==> src/rtl/decode_stage_hs.sv <==
// -----------------------------------------------------------------------------
// decode_stage_hs
//   MIPS32 ID stage. Decodes one instruction per accepted beat into the
//   control/operand bundle consumed by EX. Valid/ready handshake on both sides.
//   A small stall FSM holds the stage after branches and memory ops until
//   either an external resume pulse arrives (RESUME_MODE=0) or an internal
//   wait counter expires (RESUME_MODE=1).
//
// Ports
//   clk, rst                 clock; synchronous active-low reset
//   in_valid/in_ready        upstream handshake (inst, pc)
//   rs_addr/rt_addr          combinational register-file read addresses
//   rs_data/rt_data          register-file read data, same cycle as inst
//   branch_resume            branch resolved in EX   (RESUME_MODE=0)
//   dmem_resume              memory access completed (RESUME_MODE=0)
//   out_valid/out_ready      downstream handshake for the *_d bundle
//   *_d                      registered control bits, operands and fields
//   stall_state              00 RUN, 01 BR_WAIT, 10 MEM_WAIT
// -----------------------------------------------------------------------------
module decode_stage_hs #(
   parameter int RESUME_MODE = 0,
   parameter int BRANCH_WAIT = 2,
   parameter int MEM_WAIT    = 3,
   parameter int ZEXT_LOGIC  = 1
) (
   input  logic        clk,
   input  logic        rst,
   input  logic        in_valid,
   output logic        in_ready,
   input  logic [31:0] inst,
   input  logic [31:0] pc,
   output logic [4:0]  rs_addr,
   output logic [4:0]  rt_addr,
   input  logic [31:0] rs_data,
   input  logic [31:0] rt_data,
   input  logic        branch_resume,
   input  logic        dmem_resume,
   output logic        out_valid,
   input  logic        out_ready,
   output logic        reg_write_d,
   output logic        mem_to_reg_d,
   output logic        mem_write_d,
   output logic        branch_d,
   output logic        reg_dst_d,
   output logic [3:0]  alu_control_d,
   output logic [1:0]  alu_src_d,
   output logic [3:0]  branch_type_d,
   output logic        illegal_d,
   output logic [31:0] rd1_d,
   output logic [31:0] rd2_d,
   output logic [4:0]  rs_d,
   output logic [4:0]  rt_d,
   output logic [4:0]  rd_d,
   output logic [4:0]  shamt_d,
   output logic [31:0] imm_d,
   output logic [31:0] pc_plus_4d,
   output logic [31:0] jump_addr_d,
   output logic [1:0]  stall_state
);

   // opcodes
   localparam logic [5:0] OP_RTYPE  = 6'h00;
   localparam logic [5:0] OP_REGIMM = 6'h01;
   localparam logic [5:0] OP_J      = 6'h02;
   localparam logic [5:0] OP_JAL    = 6'h03;
   localparam logic [5:0] OP_BEQ    = 6'h04;
   localparam logic [5:0] OP_BNE    = 6'h05;
   localparam logic [5:0] OP_ADDIU  = 6'h09;
   localparam logic [5:0] OP_SLTI   = 6'h0A;
   localparam logic [5:0] OP_SLTIU  = 6'h0B;
   localparam logic [5:0] OP_ANDI   = 6'h0C;
   localparam logic [5:0] OP_ORI    = 6'h0D;
   localparam logic [5:0] OP_XORI   = 6'h0E;
   localparam logic [5:0] OP_LUI    = 6'h0F;
   localparam logic [5:0] OP_LW     = 6'h23;
   localparam logic [5:0] OP_SW     = 6'h2B;

   // R-type functs
   localparam logic [5:0] FN_SLL  = 6'h00;
   localparam logic [5:0] FN_SRL  = 6'h02;
   localparam logic [5:0] FN_SRA  = 6'h03;
   localparam logic [5:0] FN_JR   = 6'h08;
   localparam logic [5:0] FN_ADD  = 6'h20;
   localparam logic [5:0] FN_ADDU = 6'h21;
   localparam logic [5:0] FN_SUBU = 6'h23;
   localparam logic [5:0] FN_AND  = 6'h24;
   localparam logic [5:0] FN_OR   = 6'h25;
   localparam logic [5:0] FN_XOR  = 6'h26;
   localparam logic [5:0] FN_NOR  = 6'h27;
   localparam logic [5:0] FN_SLT  = 6'h2A;
   localparam logic [5:0] FN_SLTU = 6'h2B;

   // ALU operation codes
   localparam logic [3:0] ALU_ADD  = 4'b0000;
   localparam logic [3:0] ALU_SUB  = 4'b0001;
   localparam logic [3:0] ALU_AND  = 4'b0010;
   localparam logic [3:0] ALU_OR   = 4'b0011;
   localparam logic [3:0] ALU_NOR  = 4'b0100;
   localparam logic [3:0] ALU_XOR  = 4'b0101;
   localparam logic [3:0] ALU_SLL  = 4'b0110;
   localparam logic [3:0] ALU_SRA  = 4'b0111;
   localparam logic [3:0] ALU_SRL  = 4'b1000;
   localparam logic [3:0] ALU_SLT  = 4'b1001;
   localparam logic [3:0] ALU_SLTU = 4'b1010;
   localparam logic [3:0] ALU_LUI  = 4'b1011;
   localparam logic [3:0] ALU_PASS = 4'b1110;

   // ALU B-operand select
   localparam logic [1:0] SRC_REG   = 2'b00;
   localparam logic [1:0] SRC_SHAMT = 2'b01;
   localparam logic [1:0] SRC_IMM   = 2'b10;
   localparam logic [1:0] SRC_STIMM = 2'b11;

   // branch types
   localparam logic [3:0] BT_J    = 4'd1;
   localparam logic [3:0] BT_JAL  = 4'd2;
   localparam logic [3:0] BT_JR   = 4'd3;
   localparam logic [3:0] BT_BEQ  = 4'd4;
   localparam logic [3:0] BT_BNE  = 4'd5;
   localparam logic [3:0] BT_BGEZ = 4'd6;
   localparam logic [3:0] BT_BLTZ = 4'd7;

   localparam int MAX_WAIT = (BRANCH_WAIT > MEM_WAIT) ? BRANCH_WAIT : MEM_WAIT;
   localparam int CW       = $clog2(MAX_WAIT + 1);
   localparam logic [CW-1:0] BR_LAST  = CW'(BRANCH_WAIT);
   localparam logic [CW-1:0] MEM_LAST = CW'(MEM_WAIT);

   typedef enum logic [1:0] {
      S_RUN = 2'b00,
      S_BR  = 2'b01,
      S_MEM = 2'b10
   } state_e;

   typedef struct packed {
      logic        reg_write;
      logic        mem_to_reg;
      logic        mem_write;
      logic        branch;
      logic        reg_dst;
      logic [3:0]  alu;
      logic [1:0]  src;
      logic [3:0]  btype;
      logic        illegal;
      logic [31:0] rd1;
      logic [31:0] rd2;
      logic [4:0]  rs;
      logic [4:0]  rt;
      logic [4:0]  rd;
      logic [4:0]  shamt;
      logic [31:0] imm;
      logic [31:0] pc4;
      logic [31:0] jaddr;
   } bundle_t;

   state_e        state_q;
   logic [CW-1:0] cnt_q;
   logic          out_valid_q;
   bundle_t       bndl_q, bndl_d;
   logic          is_mem_d;
   logic          accept;

   logic [5:0] op, fn;
   assign op = inst[31:26];
   assign fn = inst[5:0];

   assign rs_addr  = inst[25:21];
   assign rt_addr  = inst[20:16];
   assign in_ready = (state_q == S_RUN) && (!out_valid_q || out_ready);
   assign accept   = in_valid && in_ready;

   // ---------------------------------------------------------------- decode
   always_comb begin
      bndl_d       = '0;
      is_mem_d     = 1'b0;
      bndl_d.rd1   = rs_data;
      bndl_d.rd2   = rt_data;
      bndl_d.rs    = inst[25:21];
      bndl_d.rt    = inst[20:16];
      bndl_d.rd    = inst[15:11];
      bndl_d.shamt = inst[10:6];
      bndl_d.imm   = {{16{inst[15]}}, inst[15:0]};
      bndl_d.pc4   = pc + 32'd4;
      bndl_d.jaddr = {pc[31:28], inst[25:0], 2'b00};

      unique case (op)
         OP_RTYPE: begin
            bndl_d.reg_write = 1'b1;
            bndl_d.reg_dst   = 1'b1;
            unique case (fn)
               FN_ADD, FN_ADDU: bndl_d.alu = ALU_ADD;
               FN_SUBU:         bndl_d.alu = ALU_SUB;
               FN_AND:          bndl_d.alu = ALU_AND;
               FN_OR:           bndl_d.alu = ALU_OR;
               FN_NOR:          bndl_d.alu = ALU_NOR;
               FN_XOR:          bndl_d.alu = ALU_XOR;
               FN_SLT:          bndl_d.alu = ALU_SLT;
               FN_SLTU:         bndl_d.alu = ALU_SLTU;
               FN_SLL: begin
                  // sll $0 (which includes the all-zero nop) travels as a bubble
                  if (inst[15:11] == 5'd0) begin
                     bndl_d.reg_write = 1'b0;
                     bndl_d.reg_dst   = 1'b0;
                  end else begin
                     bndl_d.alu = ALU_SLL;
                     bndl_d.src = SRC_SHAMT;
                  end
               end
               FN_SRA: begin
                  bndl_d.alu = ALU_SRA;
                  bndl_d.src = SRC_SHAMT;
               end
               FN_SRL: begin
                  bndl_d.alu = ALU_SRL;
                  bndl_d.src = SRC_SHAMT;
               end
               FN_JR: begin
                  bndl_d.reg_write = 1'b0;
                  bndl_d.reg_dst   = 1'b0;
                  bndl_d.branch    = 1'b1;
                  bndl_d.alu       = ALU_PASS;
                  bndl_d.btype     = BT_JR;
               end
               default: begin
                  bndl_d.reg_write = 1'b0;
                  bndl_d.reg_dst   = 1'b0;
                  bndl_d.illegal   = 1'b1;
               end
            endcase
         end
         OP_ADDIU, OP_SLTI, OP_SLTIU, OP_LUI: begin
            bndl_d.reg_write = 1'b1;
            bndl_d.src       = SRC_IMM;
            unique case (op)
               OP_SLTI:  bndl_d.alu = ALU_SLT;
               OP_SLTIU: bndl_d.alu = ALU_SLTU;
               OP_LUI:   bndl_d.alu = ALU_LUI;
               default:  bndl_d.alu = ALU_ADD;
            endcase
         end
         OP_ANDI, OP_ORI, OP_XORI: begin
            bndl_d.reg_write = 1'b1;
            bndl_d.src       = SRC_IMM;
            unique case (op)
               OP_ANDI: bndl_d.alu = ALU_AND;
               OP_ORI:  bndl_d.alu = ALU_OR;
               default: bndl_d.alu = ALU_XOR;
            endcase
            if (ZEXT_LOGIC != 0) bndl_d.imm = {16'h0000, inst[15:0]};
         end
         OP_LW: begin
            bndl_d.reg_write  = 1'b1;
            bndl_d.mem_to_reg = 1'b1;
            bndl_d.src        = SRC_IMM;
            is_mem_d          = 1'b1;
         end
         OP_SW: begin
            bndl_d.mem_write = 1'b1;
            bndl_d.src       = SRC_STIMM;
            is_mem_d         = 1'b1;
         end
         OP_BEQ, OP_BNE: begin
            bndl_d.branch = 1'b1;
            bndl_d.alu    = ALU_SUB;
            bndl_d.btype  = (op == OP_BEQ) ? BT_BEQ : BT_BNE;
         end
         OP_REGIMM: begin
            // only rt=0 (BLTZ) and rt=1 (BGEZ) are decodable here
            if (inst[20:17] == 4'd0) begin
               bndl_d.branch = 1'b1;
               bndl_d.alu    = ALU_PASS;
               bndl_d.btype  = inst[16] ? BT_BGEZ : BT_BLTZ;
            end else begin
               bndl_d.illegal = 1'b1;
            end
         end
         OP_J: begin
            bndl_d.branch = 1'b1;
            bndl_d.btype  = BT_J;
         end
         OP_JAL: begin
            bndl_d.branch    = 1'b1;
            bndl_d.reg_write = 1'b1;
            bndl_d.btype     = BT_JAL;
            bndl_d.rd        = 5'd31;
         end
         default: bndl_d.illegal = 1'b1;
      endcase
   end

   // ------------------------------------------------- stall FSM and bundle
   always_ff @(posedge clk) begin
      if (!rst) begin
         state_q     <= S_RUN;
         cnt_q       <= '0;
         out_valid_q <= 1'b0;
         bndl_q      <= '0;
      end else begin
         unique case (state_q)
            S_RUN: begin
               if (accept && (bndl_d.btype != 4'd0)) begin
                  state_q <= S_BR;
                  cnt_q   <= CW'(1);
               end else if (accept && is_mem_d) begin
                  state_q <= S_MEM;
                  cnt_q   <= CW'(1);
               end
            end
            S_BR: begin
               if (RESUME_MODE == 0) begin
                  if (branch_resume) state_q <= S_RUN;
               end else if (cnt_q == BR_LAST) begin
                  state_q <= S_RUN;
                  cnt_q   <= '0;
               end else begin
                  cnt_q <= cnt_q + 1'b1;
               end
            end
            S_MEM: begin
               if (RESUME_MODE == 0) begin
                  if (dmem_resume) state_q <= S_RUN;
               end else if (cnt_q == MEM_LAST) begin
                  state_q <= S_RUN;
                  cnt_q   <= '0;
               end else begin
                  cnt_q <= cnt_q + 1'b1;
               end
            end
            default: state_q <= S_RUN;
         endcase

         // bundle only moves on accept, so it is stable under back-pressure
         if (accept) begin
            bndl_q      <= bndl_d;
            out_valid_q <= 1'b1;
         end else if (out_ready) begin
            out_valid_q <= 1'b0;
         end
      end
   end

   assign out_valid     = out_valid_q;
   assign stall_state   = state_q;
   assign reg_write_d   = bndl_q.reg_write;
   assign mem_to_reg_d  = bndl_q.mem_to_reg;
   assign mem_write_d   = bndl_q.mem_write;
   assign branch_d      = bndl_q.branch;
   assign reg_dst_d     = bndl_q.reg_dst;
   assign alu_control_d = bndl_q.alu;
   assign alu_src_d     = bndl_q.src;
   assign branch_type_d = bndl_q.btype;
   assign illegal_d     = bndl_q.illegal;
   assign rd1_d         = bndl_q.rd1;
   assign rd2_d         = bndl_q.rd2;
   assign rs_d          = bndl_q.rs;
   assign rt_d          = bndl_q.rt;
   assign rd_d          = bndl_q.rd;
   assign shamt_d       = bndl_q.shamt;
   assign imm_d         = bndl_q.imm;
   assign pc_plus_4d    = bndl_q.pc4;
   assign jump_addr_d   = bndl_q.jaddr;

endmodule

==> config.mk <==
export PLATFORM = sky130hd
export DESIGN_NAME = decode_stage_hs
export DESIGN_NICKNAME = d
export VERILOG_FILES = /design/src/rtl/decode_stage_hs.sv
export SDC_FILE = /design/constraint.sdc
export NUM_CORES = 1
export LEC_CHECK = 0
export CORE_AREA = 2 2 134 136
export CTS_BUF_LIST = sky130_fd_sc_hd__clkbuf_16
export DETAILED_ROUTE_END_ITERATION = 10
export DIE_AREA = 0 0 136 138
export PLACE_DENSITY = 0.81
export SETUP_SLACK_MARGIN = 0.1
export SYNTH_ARGS = -nofsm -noshare
export SYNTH_HDL_FRONTEND = slang
export SYNTH_SLANG_ARGS = --single-unit
==> constraint.sdc <==
create_clock -name clk -period 2.78 [get_ports clk]
set_input_delay 0.556 -clock clk [delete_from_list [all_inputs] [get_ports clk]]
set_output_delay 0.556 -clock clk [all_outputs]
set_load 0.1 [all_outputs]
-- Word-level counts from Yosys, hierarchy flattened
Cells that the tools add are included.
- memories: 0
- word-level logic and storage cells: 112
- input port bits: 134
- memory bits (writable): 0
- output and inout bits: 210
- bits in read-only memories: 0
- bits in latches: 0
- register bits after elaboration: 197
- add/subtract/negate cells: 1
- mux-type cells: 35
- equality and inequality tests: 31
- divide/modulo/power cells: 0
- multiply operators: 0
- $lt $le $gt $ge: 0
- bitwise logic cells: 0
- shift-type cells: 0
- reductions and logical operators: 25
- operators with widths (operator ; number):
    6-bit == test, second input constant ; 11
    6-bit by 4-bit == test with 1-bit output, second input constant ; 8
    4-bit one-hot mux with 11 select lines ; 1
    4-bit one-hot mux with 5 select lines ; 2
    32-bit by 3-bit adder with 32-bit output, second input constant ; 1
    32-bit two-way mux ; 1
    13-bit OR reduction ; 2
    6-bit by 2-bit == test with 1-bit output, second input constant ; 4
    1-bit two-way mux ; 13
    6-bit by 3-bit == test with 1-bit output, second input constant ; 2
    6-bit zero test ; 2
    2-bit one-hot mux with 3 select lines ; 2
    4-bit one-hot mux with 3 select lines ; 1
    11-bit OR reduction ; 1
    2-bit two-way mux ; 5
    5-bit two-way mux ; 2
    9-bit OR reduction ; 1
    4-bit OR reduction ; 2
    8-bit OR reduction ; 1
    6-bit by 1-bit == test with 1-bit output, second input constant ; 1
    1-bit one-hot mux with 3 select lines ; 2
    3-bit one-hot mux with 2 select lines ; 1
    2-bit OR reduction ; 3
    5-bit zero test ; 1
    other kinds (17) ; 22

-- Depth between registers and ports, before layout
Gate-level depths: netlist of the first run.
- depth in word-level cells: 8
- depth in mapped cells: 7

-- Least setup slack after synthesis of the first run
No wires, ideal clock.
- path type: register -> output
- start: register state_q[1], in the netlist stall_state[1]
- end: output port in_ready
- setup slack: 525 ps
- arrival: 1699 ps
- buffers on the path: 0
- stages on the path, launching flop included: 3
- cells stage by stage: dfxtp_1 > nor2_1 > and2_1
- word-level cells in the longest chain between the ends: 2
- ends and longest elaborated chain (item ; RTL line ; source):
    start, declared ; 155 ; state_e state_q;
    start signal, assigned ; 293 ; state_q <= S_RUN;
    start signal, assigned ; 301 ; state_q <= S_BR;
    start signal, assigned ; 304 ; state_q <= S_MEM;
    2-bit zero test ; -- ;
    1-bit logical AND ; 168 ; assign in_ready = (state_q == S_RUN) && (!out_valid_q || out_ready);
    end, declared ; 29 ; output logic in_ready,
Every way passes these cells.

-- Worst setup path after layout of the first run
- start: input port out_ready
- end: output port in_ready
- word-level cells in the longest chain between the ends: 2
- ends and longest elaborated chain (item ; RTL line ; source):
    start, declared ; 39 ; input logic out_ready,
    1-bit logical OR ; 168 ;
    1-bit logical AND ; 168 ;
Every way passes these cells.

==> results.sh, run 1 <==
export IMPL_cts_resized=0
export IMPL_fin_crit_sh=0.788
export IMPL_core_area_um2=17500
export IMPL_ir_worst_vdd_mv=0.404
export IMPL_skew_ps=9.33
export IMPL_fin_nets=1248
export IMPL_synth_seq_cells=150
export IMPL_switching_power_mw=2.87
export IMPL_post_drt_wl_per_cell_um=15.9
export IMPL_viasPerCell=5.00
export IMPL_rsz0062_at_grt="no"
export IMPL_crit_path_max_fanout=5
export IMPL_cp_required_ps=2220
export IMPL_min_period_ps=2190
export IMPL_synthFlopType="dfxtp_1"
export IMPL_rows=49
export IMPL_clockBufferDepth=2
export IMPL_final_cell_mix="nand2_1 (222), buf_4 (214), dfxtp_1 (150)"
export IMPL_start_kind="primary input"
export IMPL_die_x_um=136
export IMPL_hold_viol_final=0
export IMPL_synth_edff_count=0
export IMPL_first_global_vias=6352
export IMPL_grt_usage=0.227
export IMPL_tightest_slew_ps=560
export IMPL_cp_arrival_ps=1630
export IMPL_dp_hpwl_um=15800
export IMPL_pre_cts_slack_ps=342
export IMPL_p_seq_frac=0.335
export IMPL_start_util=0.406
export IMPL_netlist_area_um2=7110
export IMPL_slew_headroom=0.626
export IMPL_fmax_mhz=456
export IMPL_yosysSeqAreaShare=0.422
export IMPL_worstHoldPathType="reg -> reg"
export IMPL_whs_ps=461
export IMPL_first_pass_iters=5
export IMPL_drc_errors=0
export IMPL_combPwrFrac=0.336
export IMPL_gp_congestion=0.882
export IMPL_grt_start_max_net_pins=75
export IMPL_synth_distinct_cells=66
export IMPL_cap_violations=0
export IMPL_dieArea_um2=18800
export IMPL_critPathKind="in -> out"
export IMPL_htreeDepth=4
export IMPL_setup_viol_count_final=0
export IMPL_grt_antenna_before_repair=0
export IMPL_p_leak_nw=4.43
export IMPL_root_buffer="clkbuf_16"
export IMPL_grt_pass1_wl_um=33800
export IMPL_drt_total_wl_um=21500
export IMPL_io_pins=344
export IMPL_die_h_um=138
export IMPL_postCtsSetupBuffers=0
export IMPL_overflow=0
export IMPL_antennaDiodeCount=0
export IMPL_endpoint_kind="primary output"
export IMPL_final_common_cell="nand2_1"
export IMPL_swShare=0.406
export IMPL_flow_area_growth_from_synthesis_pct=46.4
export IMPL_regArea_um2=3000
export IMPL_antenna_left=0
export IMPL_p_int_mw=4.21
export IMPL_cts_buffers=17
export IMPL_multi_input_area_um2=3340
export IMPL_yosysWarningCount=0
export IMPL_synth_avg_cell_area_um2=8.31
export IMPL_clkLatencyLatePin_ps=420
export IMPL_fin_ws_ps=589
export IMPL_outcome="finished, final reports clean"
export IMPL_clk_pin_slew_ps=60
export IMPL_async_reset_ff_frac=0
export IMPL_clock_power_share=0.329
export IMPL_portBuffers=340
export IMPL_via_count=6773
export IMPL_power_mw=7.09
export IMPL_drtIter0Drc=390
export IMPL_maxSlewViolCount=0
export IMPL_setup_tns_ps=0
export IMPL_synthCells=856
export IMPL_drive_gt1_frac=0.244
export IMPL_p_per_area_nw_per_um2=680
export IMPL_tritoncts="yes"
export IMPL_fillers=1578
export IMPL_cts_hold_buffers=0
export IMPL_cts_sinks=150
## synthesized netlist by cell type (all sizes together), types with 4 or more instances
library cell	n	area (um^2)
o21ai	34	174
dfxtp	150	3000
nor3	8	45.0
nand2b	7	43.8
inv	11	41.3
o211a	9	90.1
and4	4	35.0
xor2	22	193
nor4	5	76.3
nor2	17	66.3
and3	7	43.8
nor2b	5	31.3
xnor2	7	61.3
a21boi	101	758
nand3	13	70.1
o221a	6	67.6
a21oi	39	195
clkbuf	31	116
nand4	23	144
nand2	222	833
buf	89	627
or4	4	33.8
## cell families after synthesis
group                      count (synthesis)  synth area share
and+or+nand+nor                          328             0.215
xor gates and xnor gates                  29            0.0357
DFF                                      150             0.422
muxes                                      1           0.00141
other                                      1          0.000527
AOI/OAI and AO/OA                        214             0.212
adders and majority gates                  1           0.00176
buffers and inverters                    132             0.112
## final timing paths
path	from	endpoint	slack, ps	depth (start not counted)
worst min-delay path	jump_addr_d[30]$_SDFFE_PN0P_	jump_addr_d[30]$_SDFFE_PN0P_	460	2
worst max-delay path	out_ready	in_ready	590	4
worst min register to register	jump_addr_d[30]$_SDFFE_PN0P_	jump_addr_d[30]$_SDFFE_PN0P_	460	2
worst max register to register	stall_state[1]$_SDFFE_PN0P_	jump_addr_d[27]$_SDFFE_PN0P_	1080	5
## flip-flops by register name, indices dropped and copies added, names as in the netlist
| register | flops |
|---|---|
| pc_plus_4d | 32 |
| rd1_d | 32 |
| rd2_d | 32 |
| imm_d | 13 |
| jump_addr_d | 6 |
| rd_d | 5 |
| alu_control_d | 4 |
| rs_d | 4 |
| rt_d | 4 |
| shamt_d | 4 |
| branch_type_d | 3 |
| alu_src_d | 2 |
| stall_state | 2 |
| branch_d | 1 |
| illegal_d | 1 |
| mem_to_reg_d | 1 |
| mem_write_d | 1 |
| out_valid | 1 |
| reg_dst_d | 1 |
| reg_write_d | 1 |
## power by group through the flow
stage | Clock (mW) | Combinational [mW] | Sequential (mW)
after global placement | 0 | 2.37 | 2.42
after floorplan | 0 | 0.820 | 3.40
after CTS | 2.38 | 2.39 | 2.37
after detailed placement | 0 | 2.38 | 2.42
final | 2.33 | 2.38 | 2.37
after global routing | 2.47 | 2.47 | 2.39
## metal layers
layer | up-vias | global-route usage | part of all wire
li1 | 3375 | - | -
met2 | 247 | 0.374 | 0.47
met1 | 3094 | 0.264 | 0.41
met5 | - | 0 | 0
met3 | 57 | 0.0686 | 0.077
met4 | 0 | 0.115 | 0.043
## through the flow
stage               std cells  instance area, um^2  utilization
floorplan                 858                 7120            -
global placement         1323                 9820        0.560
detailed placement       1323                 9820        0.560
CTS                      1355                10400        0.594
global route             1355                10400        0.594
finish                   1355                10400        0.594
## final cells by class
| cell class | count | area share |
|---|---|---|
| Sequential cell | 150 | 0.288 |
| Tap cell | 229 | 0.0275 |
| Multi-Input combinational cell | 576 | 0.321 |
| Timing Repair Buffer | 357 | 0.302 |
| Clock buffer | 17 | 0.0408 |
| Inverter | 11 | 0.00396 |
| Clock inverter | 15 | 0.0163 |
## critical path, cell delays in order
cell and delay (ps):
clkdlybuf4s50_1 440, nand2b_1 220, and2_1 220, buf_12 190
No activity file was read; power rests on OpenSTA's default activity.
==> run 2: changes to the inputs <==
Settings changed: CORE_AREA 2 2 134 136 to unset, CORE_MARGIN set to 2, CORE_UTILIZATION set to 37, DIE_AREA 0 0 136 138 to unset, PLACE_DENSITY 0.81 to 0.77.
Clock period 2.78 ns to 1.85 ns, I/O delays scaled along.
==> run 2 against run 1 <==
  * Cell count rose by 8.0%
  * Core utilization rose by 12 points
  * Clock skew rose by 0.95 ps
  * Highest routed layer unchanged
  * Largest power group unchanged
  * Clock-buffer cell count did not move
  * Cell area rose by 28%
  * Sequential power rose by 54%
==> results.sh, run 2 (synthesis results as in run 1) <==
export IMPL_outcome="finished, final reports clean"
export IMPL_cts_hold_buffers=0
export IMPL_cap_violations=0
export IMPL_start_util=0.379
export IMPL_p_per_area_nw_per_um2=867
export IMPL_cts_sinks=150
export IMPL_critPathTopFamily="simple AND/OR/NAND/NOR gates"
export IMPL_slowest_delay_ps=510
export IMPL_pre_cts_slack_ps=-361
export IMPL_final_common_cell="nand2_1"
export IMPL_root_buffer="clkbuf_16"
export IMPL_min_period_ps=1720
export IMPL_grt_start_max_net_pins=52
export IMPL_fillers=1301
export IMPL_utilization=0.711
export IMPL_ir_worst_vdd_mv=0.647
export IMPL_first_pass_iters=5
export IMPL_path_cells="clkdlybuf4s50_1 > or3_4 > or4_1 > a31oi_1"
export IMPL_slowest_stage="or4_1"
export IMPL_tritoncts="yes"
export IMPL_fin_ws_ps=134
export IMPL_maxSlewViolCount=0
export IMPL_critPathKind="in -> reg"
export IMPL_r2r_start="stall_state[1]$_SDFFE_PN0P_"
export IMPL_r2r_slack_ps=290
export IMPL_whs_endpoint="rd1_d[29]$_SDFFE_PN0P_"
export IMPL_io_pins=344
export IMPL_grt_pass1_wl_um=39000
export IMPL_rows=50
export IMPL_cp_arrival_ps=2050
export IMPL_htreeDepth=4
export IMPL_m1WireLength_um=9450
export IMPL_final_cell_mix="nand2_1 (222), buf_12 (172), buf_4 (156)"
export IMPL_start_kind="primary input"
export IMPL_drt_total_wl_um=25100
export IMPL_die_h_um=143
export IMPL_grt_antenna_before_repair=0
export IMPL_clockBufferDepth=2
export IMPL_regArea_um2=3020
export IMPL_wl_met3_um=1880
export IMPL_crit_path_max_fanout=6
export IMPL_p_leak_nw=5.55
export IMPL_reg2reg_to="rd2_d[5]$_SDFFE_PN0P_"
export IMPL_r2r_cells=6
export IMPL_via_count=7400
export IMPL_multi_input_area_um2=3430
export IMPL_whs_ps=335
export IMPL_clkLatencyLatePin_ps=420
export IMPL_core_area_um2=18800
export IMPL_fin_area_um2=13300
export IMPL_overflow=0
export IMPL_skew_ps=10.3
export IMPL_top_layer="met4"
export IMPL_drive_gt1_frac=0.328
export IMPL_clk_pin_slew_ps=60
export IMPL_antenna_left=0
export IMPL_worstHoldPathType="in -> reg"
export IMPL_fmax_mhz=583
export IMPL_fin_nets=1352
export IMPL_placed_area_um2=12600
export IMPL_portBuffers=340
export IMPL_min_path_cells=2
export IMPL_worstHoldStart="rst"
export IMPL_dieArea_um2=20300
export IMPL_cts_buffers=17
export IMPL_power_mw=11.6
export IMPL_die_x_um=143
export IMPL_antennaDiodeCount=0
export IMPL_cp_required_ps=2190
export IMPL_hold_viol_final=0
export IMPL_drtIter0Drc=383
export IMPL_fin_crit_sh=0.928
export IMPL_gp_congestion=0.924
export IMPL_viasPerCell=5.05
export IMPL_post_drt_wl_per_cell_um=17.1
export IMPL_drc_errors=0
export IMPL_first_global_vias=7290
export IMPL_flow_area_growth_from_synthesis_pct=87.7
export IMPL_rsz0062_at_grt="yes"
export IMPL_grt_usage=0.242
export IMPL_endpoint_kind="flop"
export IMPL_wl_met2_um=13200
export IMPL_crit_buf_inv=1
export IMPL_dp_hpwl_um=19600
export IMPL_setup_viol_count_final=0
==> run 2: changes by cell type in the layout (fill, tap and decap cells not counted), sizes merged <==
cell | previous run | this run
buf | 225 | 329
dlymetal6s2s | 0 | 6
clkdlybuf4s50 | 132 | 125
inv | 17 | 15
bufinv | 2 | 3
dlygate4sd2 | 0 | 1
clkinv | 5 | 6
==> run 2: cell type report <==
class                      instances  share of cell area
clock inverter                    15              0.0132
multi-input combinational        576               0.257
timing repair buffer             461               0.447
inverter                          11             0.00309
sequential                       150               0.226
tap                              234              0.0219
clock buffer                      17              0.0319
==> run 2: through the flow <==
stage / std cells / TNS, ps
after floorplan: 858 / 0
after CTS: 1462 / 0
after global routing: 1464 / 0
after detailed placement: 1430 / -28380
after global placement: 1430 / -22680
final: 1464 / 0
==> run 2: timing repair <==
| action | in CTS | in global routing |
|---|---|---|
| buffers inserted | 0 | 2 |
| endpoints found under the setup margin | 5 | 15 |
| pin swaps | 3 | 7 |
| resized for setup | 8 | 22 |
==> run 2: worst max-delay path by stage <==
| stage | from | to | slack, ps | cells after the start |
|---|---|---|---|---|
| after floorplan | stall_state[1]$_SDFFE_PN0P_ | in_ready | 100 | 2 |
| after global placement | inst[12] | alu_control_d[2]$_SDFFE_PN0P_ | -310 | 6 |
| after detailed placement | inst[12] | alu_control_d[2]$_SDFFE_PN0P_ | -360 | 6 |
| after CTS | inst[17] | illegal_d$_SDFFE_PN0P_ | 100 | 7 |
| after global routing | inst[29] | illegal_d$_SDFFE_PN0P_ | 80 | 7 |
| final | inst[31] | branch_type_d[0]$_SDFFE_PN0P_ | 130 | 4 |
==> run 2: power breakdown <==
part | internal (mW) | switching, mW
Clock | 2.13 | 1.43
Combinational | 1.54 | 2.82
Sequential | 3.44 | 0.223
==> run 2: worst register-to-register path, delay by kind of cell (launching register included) <==
kind	cells	cell delay (ps)
simple gates	3	460
buf+inv	2	410
compound gates	1	220
flops	1	360
==> run 2: routing by layer <==
layer,vias up,global-route usage
met2,285,0.432
met3,37,0.0751
met1,3498,0.276
met4,0,0.0761
li1,3580,-
met5,-,0
==> run 3: changes to the inputs <==
Settings changed: PLACE_DENSITY 0.77 to 0.83, SETUP_SLACK_MARGIN 0.1 to 0.5.
==> run 3 against run 2 <==
  * The run now ends with setup timing left
  * Global-route usage increased by 7.8 points
  * Via count grew 26%
  * Critical path depth grew 4
  * Die area unchanged
  * Non-clock buffer count up 136
  * Power increased by 12%
  * Fmax is 17% lower
  * Cell count increased by 9.4%
  * Largest cell class unchanged
  * Sequential power rose by 2%
  * Clock skew up 2.5 ps
  * Wire length is 74% higher
==> results.sh, run 3 (synthesis results as in run 1) <==
export IMPL_top_layer="met4"
export IMPL_r2r_cells=8
export IMPL_fmax_mhz=486
export IMPL_worstHoldPathType="in -> reg"
export IMPL_r2r_start="stall_state[0]$_SDFFE_PN0P_"
export IMPL_outcome="complete, but fails checks"
export IMPL_clkLatencyLatePin_ps=440
export IMPL_via_count=9323
export IMPL_viasPerCell=5.82
export IMPL_crit_path_max_fanout=6
export IMPL_skew_ps=12.7
export IMPL_dieArea_um2=20300
export IMPL_clock_power_share=0.269
export IMPL_tritoncts="yes"
export IMPL_slew_headroom=0.610
export IMPL_dp_hpwl_um=19400
export IMPL_setup_viol_count_final=1
export IMPL_cp_arrival_ps=2340
export IMPL_rsz0062_at_grt="yes"
export IMPL_critPathKind="reg -> reg"
export IMPL_fillers=608
export IMPL_wl_met2_um=21600
export IMPL_violations="setup timing"
export IMPL_fin_ws_ps=-209
export IMPL_cp_required_ps=2130
export IMPL_p_leak_nw=7.24
export IMPL_first_global_vias=8815
export IMPL_critPathTopFamily="simple AND/OR/NAND/NOR gates"
export IMPL_maxSlewViolCount=0
export IMPL_grt_start_max_net_pins=65
export IMPL_hold_viol_final=0
export IMPL_min_period_ps=2060
export IMPL_die_x_um=143
export IMPL_antenna_left=0
export IMPL_clockBufferDepth=2
export IMPL_drc_errors=0
export IMPL_min_path_cells=3
export IMPL_first_pass_iters=5
export IMPL_cts_buffers=17
export IMPL_ir_worst_vdd_mv=0.746
export IMPL_drt_total_wl_um=43700
export IMPL_swShare=0.409
export IMPL_die_h_um=143
export IMPL_pre_cts_slack_ps=-318
export IMPL_flow_area_growth_from_synthesis_pct=140
export IMPL_crit_top_cell="buf_12"
export IMPL_clk_pin_slew_ps=70
export IMPL_worstHoldStart="rst"
export IMPL_combPwrFrac=0.442
export IMPL_start_kind="flop"
export IMPL_wl_met3_um=4420
export IMPL_drtIter0Drc=664
export IMPL_slowest_delay_ps=430
export IMPL_m1WireLength_um=14200
export IMPL_portBuffers=340
export IMPL_whs_ps=297
export IMPL_final_common_cell="buf_12"
export IMPL_p_seq_frac=0.289
export IMPL_grt_pass1_wl_um=49900
export IMPL_endpoint_kind="flop"
export IMPL_overflow=0
export IMPL_p_int_mw=7.64
export IMPL_tightest_slew_ps=585
export IMPL_grt_usage=0.320
export IMPL_grt_antenna_before_repair=1
export IMPL_switching_power_mw=5.29
export IMPL_cts_sinks=150
export IMPL_start_util=0.379
export IMPL_path_cells="nor2_4 > buf_6 > and3_4 > buf_12 > buf_12 > buf_16 > nand2_1 > a21boi_1"
export IMPL_drive_gt1_frac=0.640
export IMPL_post_drt_wl_per_cell_um=27.3
export IMPL_root_buffer="clkbuf_16"
export IMPL_final_cell_mix="buf_12 (237), buf_4 (171), nand2_1 (151)"
export IMPL_slowest_stage="a21boi_1"
export IMPL_gp_congestion=0.890
export IMPL_crit_buf_inv=4
export IMPL_worstSetupPathDepth=8
export IMPL_p_per_area_nw_per_um2=758
export IMPL_htreeDepth=4
export IMPL_rows=50
export IMPL_core_area_um2=18800
export IMPL_crit_start="stall_state[0]$_SDFFE_PN0P_"
export IMPL_io_pins=344
export IMPL_cap_violations=0
export IMPL_cts_hold_buffers=0
export IMPL_fin_nets=1488
export IMPL_fin_crit_sh=1.11
[run 3: worst paths after layout]
| check | slack [ps] | endpoint |
|---|---|---|
| setup / recovery | -210 | rd1_d[10]$_SDFFE_PN0P_ |
| hold reg to reg | 480 | rd2_d[17]$_SDFFE_PN0P_ |
| setup reg to reg | -210 | rd1_d[10]$_SDFFE_PN0P_ |
| hold / removal | 300 | alu_src_d[1]$_SDFFE_PN0P_ |
[run 3: tightest hold or removal path: cells and delay by family]
| family | cells | cell delay [ps] |
|---|---|---|
| and+or+nand+nor | 1 | 50 |
| AOI/OAI and AO/OA | 1 | 80 |
| buffers and inverters | 1 | 190 |
[run 3: through the flow]
step / power, mW / TNS (ps) / utilization / instance area (um^2) / std cells
6_report: 12.9 / -209 / 0.909 / 17100 / 1601
5_1_grt: 13.2 / -220 / 0.909 / 17100 / 1600
4_1_cts: 12.2 / 0 / 0.828 / 15500 / 1521
3_5_place_dp: 8.16 / -10680 / 0.684 / 12800 / 1421
3_3_place_gp: 8.10 / -5640 / 0.684 / 12800 / 1421
2_1_floorplan: 6.46 / 0 / - / 7550 / 858
[run 3: per-layer routing]
layer,global-route usage,vias to the layer above
li1,-,3884
met1,0.325,4515
met2,0.582,664
met3,0.105,260
met4,0.168,0
met5,0,-
[run 3: area by class of cell]
type	count	area, um^2	area share
Multi-Input combinational cell	576	4440	0.260
Tap cell	234	293	0.0172
Timing Repair Buffer	597	8350	0.489
Sequential cell	150	3370	0.197
Clock inverter	13	91.3	0.00535
Antenna cell	1	2.50	0.000147
Clock buffer	19	475	0.0279
Inverter	11	41.3	0.00242
[run 3: power by group through the flow]
stage	registers, mW	logic, mW	clock network [mW]
4_1_cts	3.72	5.06	3.38
2_1_floorplan	5.11	1.35	0
5_1_grt	3.75	5.82	3.64
3_5_place_dp	3.75	4.41	0
6_report	3.74	5.71	3.48
3_3_place_gp	3.74	4.36	0
[run 3: what timing repair did]
item,4_1_cts,5_1_grt
setup buffers,48,71
pin swaps,64,66
setup endpoints to repair,356,343
gates resized for setup,469,222
hold endpoints to repair,0,0
cloned,20,8
